$ cat config.mk
export PLATFORM = sky130hd
export DESIGN_NAME = id_stage
export DESIGN_NICKNAME = d
export VERILOG_FILES = /design/src/rtl/id_stage.sv
export SDC_FILE = /design/constraint.sdc
export NUM_CORES = 1
export LEC_CHECK = 0
export BUFFER_PORTS_ARGS = -buffer_cell sky130_fd_sc_hd__buf_2
export CAP_MARGIN = 40
export CORE_AREA = 4 4 148 150
export CTS_BUF_LIST = sky130_fd_sc_hd__clkbuf_4
export CTS_CLUSTER_DIAMETER = 200
export DETAILED_ROUTE_END_ITERATION = 10
export DIE_AREA = 0 0 152 154
export PLACE_DENSITY = 0.61
export SLEW_MARGIN = 10
export SYNTH_ARGS = -nofsm -noshare
export SYNTH_HDL_FRONTEND = slang
export SYNTH_SLANG_ARGS = --single-unit
$ cat constraint.sdc
create_clock -name clk -period 3 [get_ports clk]
set_clock_uncertainty 0.2 [all_clocks]
set_input_delay 0.3 -clock clk [delete_from_list [all_inputs] [get_ports clk]]
set_output_delay 0.3 -clock clk [all_outputs]
set_load 0.01 [all_outputs]
$ cat src/rtl/id_stage.sv
// Instruction decode: decodes if_inst, reads/forwards operands and registers the micro-op into ID/EX.
// Latency: read enables, addresses and id_stall are combinational; ID/EX outputs are 1 cycle later.
// Backpressure: a load-use hazard raises id_stall for one cycle, so fetch holds while ID/EX takes a bubble.
module id_stage #(
  parameter int DATA_W = 32,
  parameter int REG_AW = 5
) (
  input  logic              clk,
  input  logic              rst,
  input  logic              if_valid,
  input  logic [31:0]       if_pc,
  input  logic [31:0]       if_inst,
  input  logic              flush,
  output logic              id_stall,
  output logic              re1,
  output logic              re2,
  output logic [REG_AW-1:0] raddr1,
  output logic [REG_AW-1:0] raddr2,
  input  logic [DATA_W-1:0] rdata1,
  input  logic [DATA_W-1:0] rdata2,
  input  logic              ex_wreg,
  input  logic              ex_is_load,
  input  logic [REG_AW-1:0] ex_waddr,
  input  logic [DATA_W-1:0] ex_wdata,
  input  logic              mem_wreg,
  input  logic [REG_AW-1:0] mem_waddr,
  input  logic [DATA_W-1:0] mem_wdata,
  output logic              idex_valid,
  output logic [3:0]        idex_aluop,
  output logic [DATA_W-1:0] idex_opa,
  output logic [DATA_W-1:0] idex_opb,
  output logic              idex_wreg,
  output logic [REG_AW-1:0] idex_waddr,
  output logic              idex_is_load,
  output logic              idex_is_store,
  output logic [DATA_W-1:0] idex_store_data,
  output logic [31:0]       idex_pc,
  output logic              id_illegal,
  output logic [15:0]       stall_cnt
);

  localparam logic [3:0] ALU_NOP   = 4'd0;
  localparam logic [3:0] ALU_AND   = 4'd1;
  localparam logic [3:0] ALU_OR    = 4'd2;
  localparam logic [3:0] ALU_XOR   = 4'd3;
  localparam logic [3:0] ALU_ADD   = 4'd4;
  localparam logic [3:0] ALU_SUB   = 4'd5;
  localparam logic [3:0] ALU_SLT   = 4'd6;
  localparam logic [3:0] ALU_PASSB = 4'd7;

  logic [5:0]        op;
  logic [5:0]        funct;
  logic [REG_AW-1:0] rs;
  logic [REG_AW-1:0] rt;
  logic [REG_AW-1:0] rd;
  logic [15:0]       imm;

  assign op    = if_inst[31:26];
  assign funct = if_inst[5:0];
  assign rs    = if_inst[25:21];
  assign rt    = if_inst[20:16];
  assign rd    = if_inst[15:11];
  assign imm   = if_inst[15:0];

  logic              dec_ill;
  logic [3:0]        dec_alu;
  logic              use_rs;
  logic              use_rt;
  logic              use_imm;
  logic [DATA_W-1:0] imm_val;
  logic [REG_AW-1:0] dec_dest;
  logic              dec_wreg;
  logic              dec_ld;
  logic              dec_st;

  // Decode opcode/funct into ALU op, source usage, immediate form and destination.
  always_comb begin
    dec_ill  = 1'b0;
    dec_alu  = ALU_NOP;
    use_rs   = 1'b0;
    use_rt   = 1'b0;
    use_imm  = 1'b0;
    imm_val  = '0;
    dec_dest = '0;
    dec_wreg = 1'b0;
    dec_ld   = 1'b0;
    dec_st   = 1'b0;
    case (op)
      6'h00: begin
        if (if_inst != 32'h0) begin
          use_rs   = 1'b1;
          use_rt   = 1'b1;
          dec_dest = rd;
          dec_wreg = 1'b1;
          case (funct)
            6'h24:   dec_alu = ALU_AND;
            6'h25:   dec_alu = ALU_OR;
            6'h26:   dec_alu = ALU_XOR;
            6'h21:   dec_alu = ALU_ADD;
            6'h23:   dec_alu = ALU_SUB;
            6'h2A:   dec_alu = ALU_SLT;
            default: begin
              dec_ill  = 1'b1;
              use_rs   = 1'b0;
              use_rt   = 1'b0;
              dec_wreg = 1'b0;
            end
          endcase
        end
      end
      6'h0C, 6'h0D, 6'h0E, 6'h09: begin
        use_rs   = 1'b1;
        use_imm  = 1'b1;
        dec_dest = rt;
        dec_wreg = 1'b1;
        case (op)
          6'h0C:   dec_alu = ALU_AND;
          6'h0D:   dec_alu = ALU_OR;
          6'h0E:   dec_alu = ALU_XOR;
          default: dec_alu = ALU_ADD;
        endcase
        if (op == 6'h09) imm_val = {{(DATA_W-16){imm[15]}}, imm};
        else             imm_val = {{(DATA_W-16){1'b0}}, imm};
      end
      6'h0F: begin
        dec_alu  = ALU_PASSB;
        use_imm  = 1'b1;
        imm_val  = {{(DATA_W-32){1'b0}}, imm, 16'h0};
        dec_dest = rt;
        dec_wreg = 1'b1;
      end
      6'h23: begin
        dec_alu  = ALU_ADD;
        use_rs   = 1'b1;
        use_imm  = 1'b1;
        imm_val  = {{(DATA_W-16){imm[15]}}, imm};
        dec_dest = rt;
        dec_wreg = 1'b1;
        dec_ld   = 1'b1;
      end
      6'h2B: begin
        dec_alu  = ALU_ADD;
        use_rs   = 1'b1;
        use_rt   = 1'b1;
        use_imm  = 1'b1;
        imm_val  = {{(DATA_W-16){imm[15]}}, imm};
        dec_st   = 1'b1;
      end
      default: dec_ill = 1'b1;
    endcase
  end

  assign re1    = if_valid & use_rs;
  assign re2    = if_valid & use_rt;
  assign raddr1 = rs;
  assign raddr2 = rt;

  logic [DATA_W-1:0] src1;
  logic [DATA_W-1:0] src2;

  // Per-port operand select: r0, then EX result (never a pending load), then MEM, then regfile.
  always_comb begin
    src1 = rdata1;
    if (rs == '0)                                         src1 = '0;
    else if (ex_wreg && !ex_is_load && ex_waddr == rs)    src1 = ex_wdata;
    else if (mem_wreg && mem_waddr == rs)                 src1 = mem_wdata;
    src2 = rdata2;
    if (rt == '0)                                         src2 = '0;
    else if (ex_wreg && !ex_is_load && ex_waddr == rt)    src2 = ex_wdata;
    else if (mem_wreg && mem_waddr == rt)                 src2 = mem_wdata;
  end

  logic hazard;
  logic take;

  // Load-use: the LW in EX has no data yet, so hold fetch for the one cycle until it reaches MEM.
  always_comb begin
    hazard = ex_is_load && ex_wreg && (ex_waddr != '0) &&
             ((re1 && ex_waddr == rs) || (re2 && ex_waddr == rt));
  end

  assign id_stall = hazard & ~flush;
  assign take     = if_valid & ~flush & ~hazard & ~dec_ill;

  // ID/EX register: real micro-op when accepted, otherwise an all-zero bubble.
  always_ff @(posedge clk) begin
    if (rst || !take) begin
      idex_valid      <= 1'b0;
      idex_aluop      <= ALU_NOP;
      idex_opa        <= '0;
      idex_opb        <= '0;
      idex_wreg       <= 1'b0;
      idex_waddr      <= '0;
      idex_is_load    <= 1'b0;
      idex_is_store   <= 1'b0;
      idex_store_data <= '0;
      idex_pc         <= '0;
    end else begin
      idex_valid      <= 1'b1;
      idex_aluop      <= dec_alu;
      idex_opa        <= use_rs ? src1 : '0;
      idex_opb        <= use_imm ? imm_val : (use_rt ? src2 : '0);
      idex_wreg       <= dec_wreg && (dec_dest != '0);
      idex_waddr      <= dec_dest;
      idex_is_load    <= dec_ld;
      idex_is_store   <= dec_st;
      idex_store_data <= dec_st ? src2 : '0;
      idex_pc         <= if_pc;
    end
  end

  // Illegal pulse coincides with the bubble it produced; a flush kills it.
  always_ff @(posedge clk) begin
    if (rst) id_illegal <= 1'b0;
    else     id_illegal <= if_valid & ~flush & dec_ill;
  end

  // Saturating count of stalled cycles.
  always_ff @(posedge clk) begin
    if (rst)                                stall_cnt <= '0;
    else if (id_stall && stall_cnt != '1)   stall_cnt <= stall_cnt + 16'd1;
  end

endmodule
### Word level (Yosys, flattened, before mapping)

Index checks and enable logic that the tools add are counted.
W data, S select, Z words.

* input port bits: 209
* bits in registers: 158

* reduce and logical (&&, ||, !) cells: 30
* add/sub/neg operators: 1
* bitwise operators: 12
* mux-type cells: 27
* equal/unequal tests: 18

Operator list (number)
* $mux W32: 8
* $pmux W32 S3: 1
* $eq A6 B6 Y1 const B: 8
* $reduce_bool A32 Y1: 1
* $eq A6 B4 Y1 const B: 5
* $eq A5 B5 Y1: 4
* $pmux W3 S6: 1
* $reduce_or A6 Y1: 3
* $add A16 B1 Y16 const B: 1
* $ne A16 B16 Y1 const B: 1
* $logic_and A1 B1 Y1: 12
* $pmux W3 S4: 1
* $logic_not A5 Y1: 2
* $pmux W5 S2: 1
* $reduce_bool A5 Y1: 2
* $pmux W3 S3: 1
* $mux W1: 8
* $pmux W1 S2: 4
* $and A1 B1 Y1: 7
* $reduce_or A7 Y1: 1
* $logic_not A6 Y1: 1
* $mux W5: 1
* $not A1 Y1: 5
* $reduce_or A2 Y1: 2
* 5 further kinds: 7

### Logic depth before layout (Yosys ltp)

* word-level depth: 15
* mapped depth: 10
* mapped depth without buffers: 8

### Worst setup path before layout

OpenSTA, ideal clock, no wires.

* path kind: input-to-reg
* start: input if_inst[0]
* end: register stall_cnt[4]
* setup time: 0.070 ns
* setup slack: 0.581 ns
* stages: 7
* data arrival time: 2.149 ns
* data required time: 2.730 ns
* cells stage by stage: clkbuf_1 nand3b_1 o22a_1 or2_1 o31a_4 or4_1 a21oi_1

* word-level cells in the longest chain between the ends: 11
* elaborated cells between the ends (all ways): 20
* those cells by class: eq/ne: 6; mux: 4; bitwise: 3; reduce/logical: 7

RTL lines
* start, declared: RTL line 12 `input logic [31:0] if_inst,`
* $eq A6 B6 Y1: RTL line 95 `case (funct)`
* $reduce_or A6 Y1 (no line)
* $mux W1: RTL line 95
* $mux W1 (*): RTL line 90 `if (if_inst != 32'h0) begin`
* $pmux W1 S2: RTL line 88 `case (op)`
* $and A1 B1 Y1 (on tied branches): RTL line 153, 154
* $logic_and A1 B1 Y1: RTL line 179 `((re1 && ex_waddr == rs) || (re2 && ex_waddr == rt));`
* $logic_or A1 B1 Y1 (*): RTL line 179
* $logic_and A1 B1 Y1 (*): RTL line 178 `hazard = ex_is_load && ex_wreg && (ex_waddr != '0) &&`
* $and A1 B1 Y1 (*): RTL line 182 `assign id_stall = hazard & ~flush;`
* $logic_and A1 B1 Y1 (*): RTL line 221 `else if (id_stall && stall_cnt != '1) stall_cnt <= stall_cnt + 16'd1;`
* end signal, assigned: RTL line 221
* end, declared: RTL line 39 `output logic [15:0] stall_cnt`

Mark *: on every way between the ends. The rest lies on a longest branch, timed or not.
A chain may end at the register's enable or synchronous reset.

### Final worst setup path

* start: input if_inst[12]
* end: register idex_is_load

* word-level cells in the longest chain between the ends: 12
* elaborated cells between the ends (all ways): 18
* those cells by class: mux: 5; bitwise: 6; reduce/logical: 7

RTL lines
* $reduce_bool A32 Y1 (*): RTL line 90
* $mux W1: RTL line 90
* $pmux W1 S2: RTL line 88
* $and A1 B1 Y1 (on tied branches): RTL line 153, 154
* $logic_and A1 B1 Y1: RTL line 179
* $logic_or A1 B1 Y1: RTL line 179
* $logic_and A1 B1 Y1: RTL line 178
* $not A1 Y1: RTL line 183 `assign take = if_valid & ~flush & ~hazard & ~dec_ill;`
* $and A1 B1 Y1: RTL line 183
* $and A1 B1 Y1 (*): RTL line 183
* $logic_not A1 Y1 (*): RTL line 187 `if (rst || !take) begin`
* $logic_or A1 B1 Y1 (*): RTL line 187
* end signal, assigned: RTL line 205 `idex_is_load <= dec_ld;`
* end, declared: RTL line 34 `output logic idex_is_load,`

Marked as above.

==> results_dict.tcl <==
set metrics [dict create \
    coreArea_sq_um 20700 \
    insertion_delay_ps 570 \
    cts_buf_count 17 \
    finalHoldViolCount 1 \
    reg2regPathDepth 7 \
    synth-edff-count 0 \
    timing.max_slew.rel_slack 0.504 \
    run_status "complete, but fails checks" \
    first_iter_violations 474 \
    min_delay_path_depth 4 \
    number_of_rows_created_at_floorplan 53 \
    synth_ff_type "dfxtp_1" \
    first_global_vias 8497 \
    worstPathBufferInverterCount 4 \
    antenna_violations_before_repair 1 \
    pwr_density_cell_nw_per_um2 345 \
    maxCapViolations 0 \
    syn2layout_area_growth_pct 68.1 \
    yosys.area_share.xor_xnor 0.0387 \
    root_buffer "clkbuf_4" \
    h-tree-depth 4 \
    timing.hold.worst.class "primary input to register" \
    synth.most_common_cell "dfxtp_1" \
    drcViolationCount 0 \
    fin_ws_ps 71.1 \
    max_slew_violations 0 \
    path_clk_slew_ps 120 \
    cell_class_contributing_the_biggest_share_of_worst_path_delay "buffers and inverters" \
    dp_cells 1410 \
    post_synth_num_cell_types 62 \
    maxClockFrequency_mhz 341 \
    synth.cell_area_sq_um 7010 \
    drt-wirelength-per-cell_um 18.6 \
    place.gp.congestion 0.892 \
    violations "negative hold slack" \
    via_count 8224 \
    grt.overflow.total 0 \
    post_synth_main_area_contributors "dfxtp_1 45%, mux2i_1 9.4%, nor2_1 5.7%" \
    yosys_top_cell_area_share 0.448 \
    worstPathRequired_ps 3310 \
    cp_cell_sequence "dlygate4sd3_1, nor4_4, buf_4, and4_1, a31oi_1, o21ai_0, and3_4, nand3_4, buf_8, nor4_1, dlygate4sd3_1" \
    fin_util 0.570 \
    setup_viol_count_final 0 \
    synth_compound_area_frac 0.181 \
    peakVddDrop_mv 0.203 \
    power.leakage_uw 0.00533 \
    grt_pass1_wl_um 46100 \
    fillers 1863 \
    cpMostUsedCell "dlygate4sd3_1" \
    timing_worst_slew_pin_value_ps 742 \
    layout_min_cycle_time_ps 2930 \
    tcrit_tclk_final 0.976 \
    combinational_family_with_the_most_area_after_synthesis "simple AND/OR/NAND/NOR gates" \
    drt.antenna.violating_nets 0 \
    synth.avg_cell_area_sq_um 8.92 \
    instances_no_fill 1655 \
    die_width_um 152 \
    synth.mux.area_fraction 0.0958 \
    detailedPlace.worstSlack_ps 191 \
    synth_seq_area_share 0.448 \
    drt-vias-per-instance 4.97 \
    crit_path_top_delay_cell "dlygate4sd3_1" \
    synthTopCellsByCount "157 x dfxtp_1, 106 x nor2_1, 66 x mux2i_1" \
    cp_data_arrival_time_ps 3240 \
    fp.dieH_um 154 \
    final_net_count 1577 \
    critical_path.max_stage_delay_ps 700 \
    drt_pass1_iterations 5 \
    synthSimpleGateAreaFrac 0.189 \
    post_synth_fa_ha_maj_area_fraction 0.00178 \
    ys_async_sr_fraction 0 \
    cts.path.max_buffers 2 \
    pin_count_of_the_biggest_net_entering_global_routing 55 \
    path_max_fanout 5 \
    path_class "primary input to register" \
    yosysTopAreaCell "dfxtp_1" \
    synth-seq-cells 157 \
    synthesis.nets 996 \
    endpoint_kind "register" \
    synth-warning-count 0 \
    start_util 0.339 \
    clock_tree_from_tritoncts "built" \
    worstSetupPathDepth 11 \
    io_pins 380 \
    grt_util_all_layers 0.248 \
    routed_wirelength_um 30800 \
    syn-instance-count 786 \
    port_buffers 378 \
    dp_hpwl_um 21000 \
    die_area_sq_um 23400 \
    fin_hold_ws_ps -21.3 \
    fraction_of_final_layout_cells_with_drive_strength_greater_than_1 0.349 \
    tritoncts_num_sinks 157 \
    timing.critical_path.from_type "primary input" \
]
==> metrics by stage <==
step	setup TNS [ps]	total power, uW	instance area [sq um]
6_report	0	4060	11800
5_1_grt	-3.23	4220	11800
2_1_floorplan	0	2320	7010
4_1_cts	0	4080	11600
3_3_place_gp	0	2560	9280
3_5_place_dp	0	2560	9280
==> cells by family after synthesis <==
| logic type | after synthesis |
|---|---|
| AND/OR/NAND/NOR | 269 |
| AO/OA/AOI/OAI | 191 |
| flip-flops | 157 |
| buffers and inverters | 69 |
| multiplexers | 67 |
| XOR/XNOR | 31 |
| adder cells (fa/ha/maj) | 1 |
| other | 1 |
==> per-layer routing <==
layer	global-route usage	wire length, um	vias to the layer above
met2	0.440	15700	375
li1	-	-	3942
met4	0.112	1060	0
met5	0	0	-
met3	0.0515	1700	74
met1	0.286	12300	3833
==> state kept, by name, summed over array words and instances (netlist names) <==
signal           count
id_illegal           1
idex_opa            32
idex_is_load         1
idex_opb            32
stall_cnt           16
idex_waddr           5
idex_pc             32
idex_aluop           3
idex_is_store        1
idex_valid           1
idex_wreg            1
idex_store_data     32
==> final timing paths <==
| path | startpoint | end | slack, ps |
|---|---|---|---|
| worst max-delay path | if_inst[12] | idex_is_load | 70 |
| worst min-delay path | if_inst[2] | idex_aluop[2] | -20 |
| worst max register to register | stall_cnt[0] | stall_cnt[11] | 660 |
| worst min register to register | stall_cnt[6] | stall_cnt[6] | 330 |
==> power breakdown <==
| part | switching [uW] | internal (uW) | total (uW) |
|---|---|---|---|
| combinational | 288 | 362 | 650 |
| clock | 813 | 505 | 1320 |
| sequential | 1.69 | 2090 | 2090 |
| total | 1100 | 2960 | 4060 |
==> layout make-up <==
| class | instances | area [sq um] | area share |
|---|---|---|---|
| antenna | 2 | 5.00 | 0.000424 |
| clock buffer | 18 | 135 | 0.0115 |
| clock inverter | 12 | 140 | 0.0119 |
| inverter | 6 | 22.5 | 0.00191 |
| multi-input combinational | 560 | 3620 | 0.307 |
| sequential | 157 | 3140 | 0.267 |
| tap | 275 | 344 | 0.0292 |
| timing repair buffer | 625 | 4380 | 0.371 |
==> worst reg2reg max path, stage by stage, from the launching register on <==
cell     delay (ps)
dfxtp_1         370
ha_1            250
nand2_1         130
nor2_1           70
a31o_2          340
or4_1           430
nor2_1          120
mux2_2          330
==> cells in the final DEF (no fill, tap or decap), drive strengths merged, types with 36 or more instances in the layout <==
| cell | instances |
|---|---|
| buf | 418 |
| o21ai | 39 |
| a211oi | 36 |
| and2 | 36 |
| a21oi | 54 |
| dfxtp | 157 |
| nor2 | 106 |
| nand2 | 61 |
| mux2i | 66 |
| dlygate4sd3 | 205 |
==> what timing repair did <==
| action | 4_1_cts | 5_1_grt |
|---|---|---|
| endpoints found under the hold margin | 155 | 0 |
| setup endpoints to repair | 0 | 20 |
| hold buffers | 206 | 0 |
| gates resized for setup | 0 | 16 |
| buffers inserted | 0 | 7 |
Note: power is estimated with default switching activity, not from simulation.
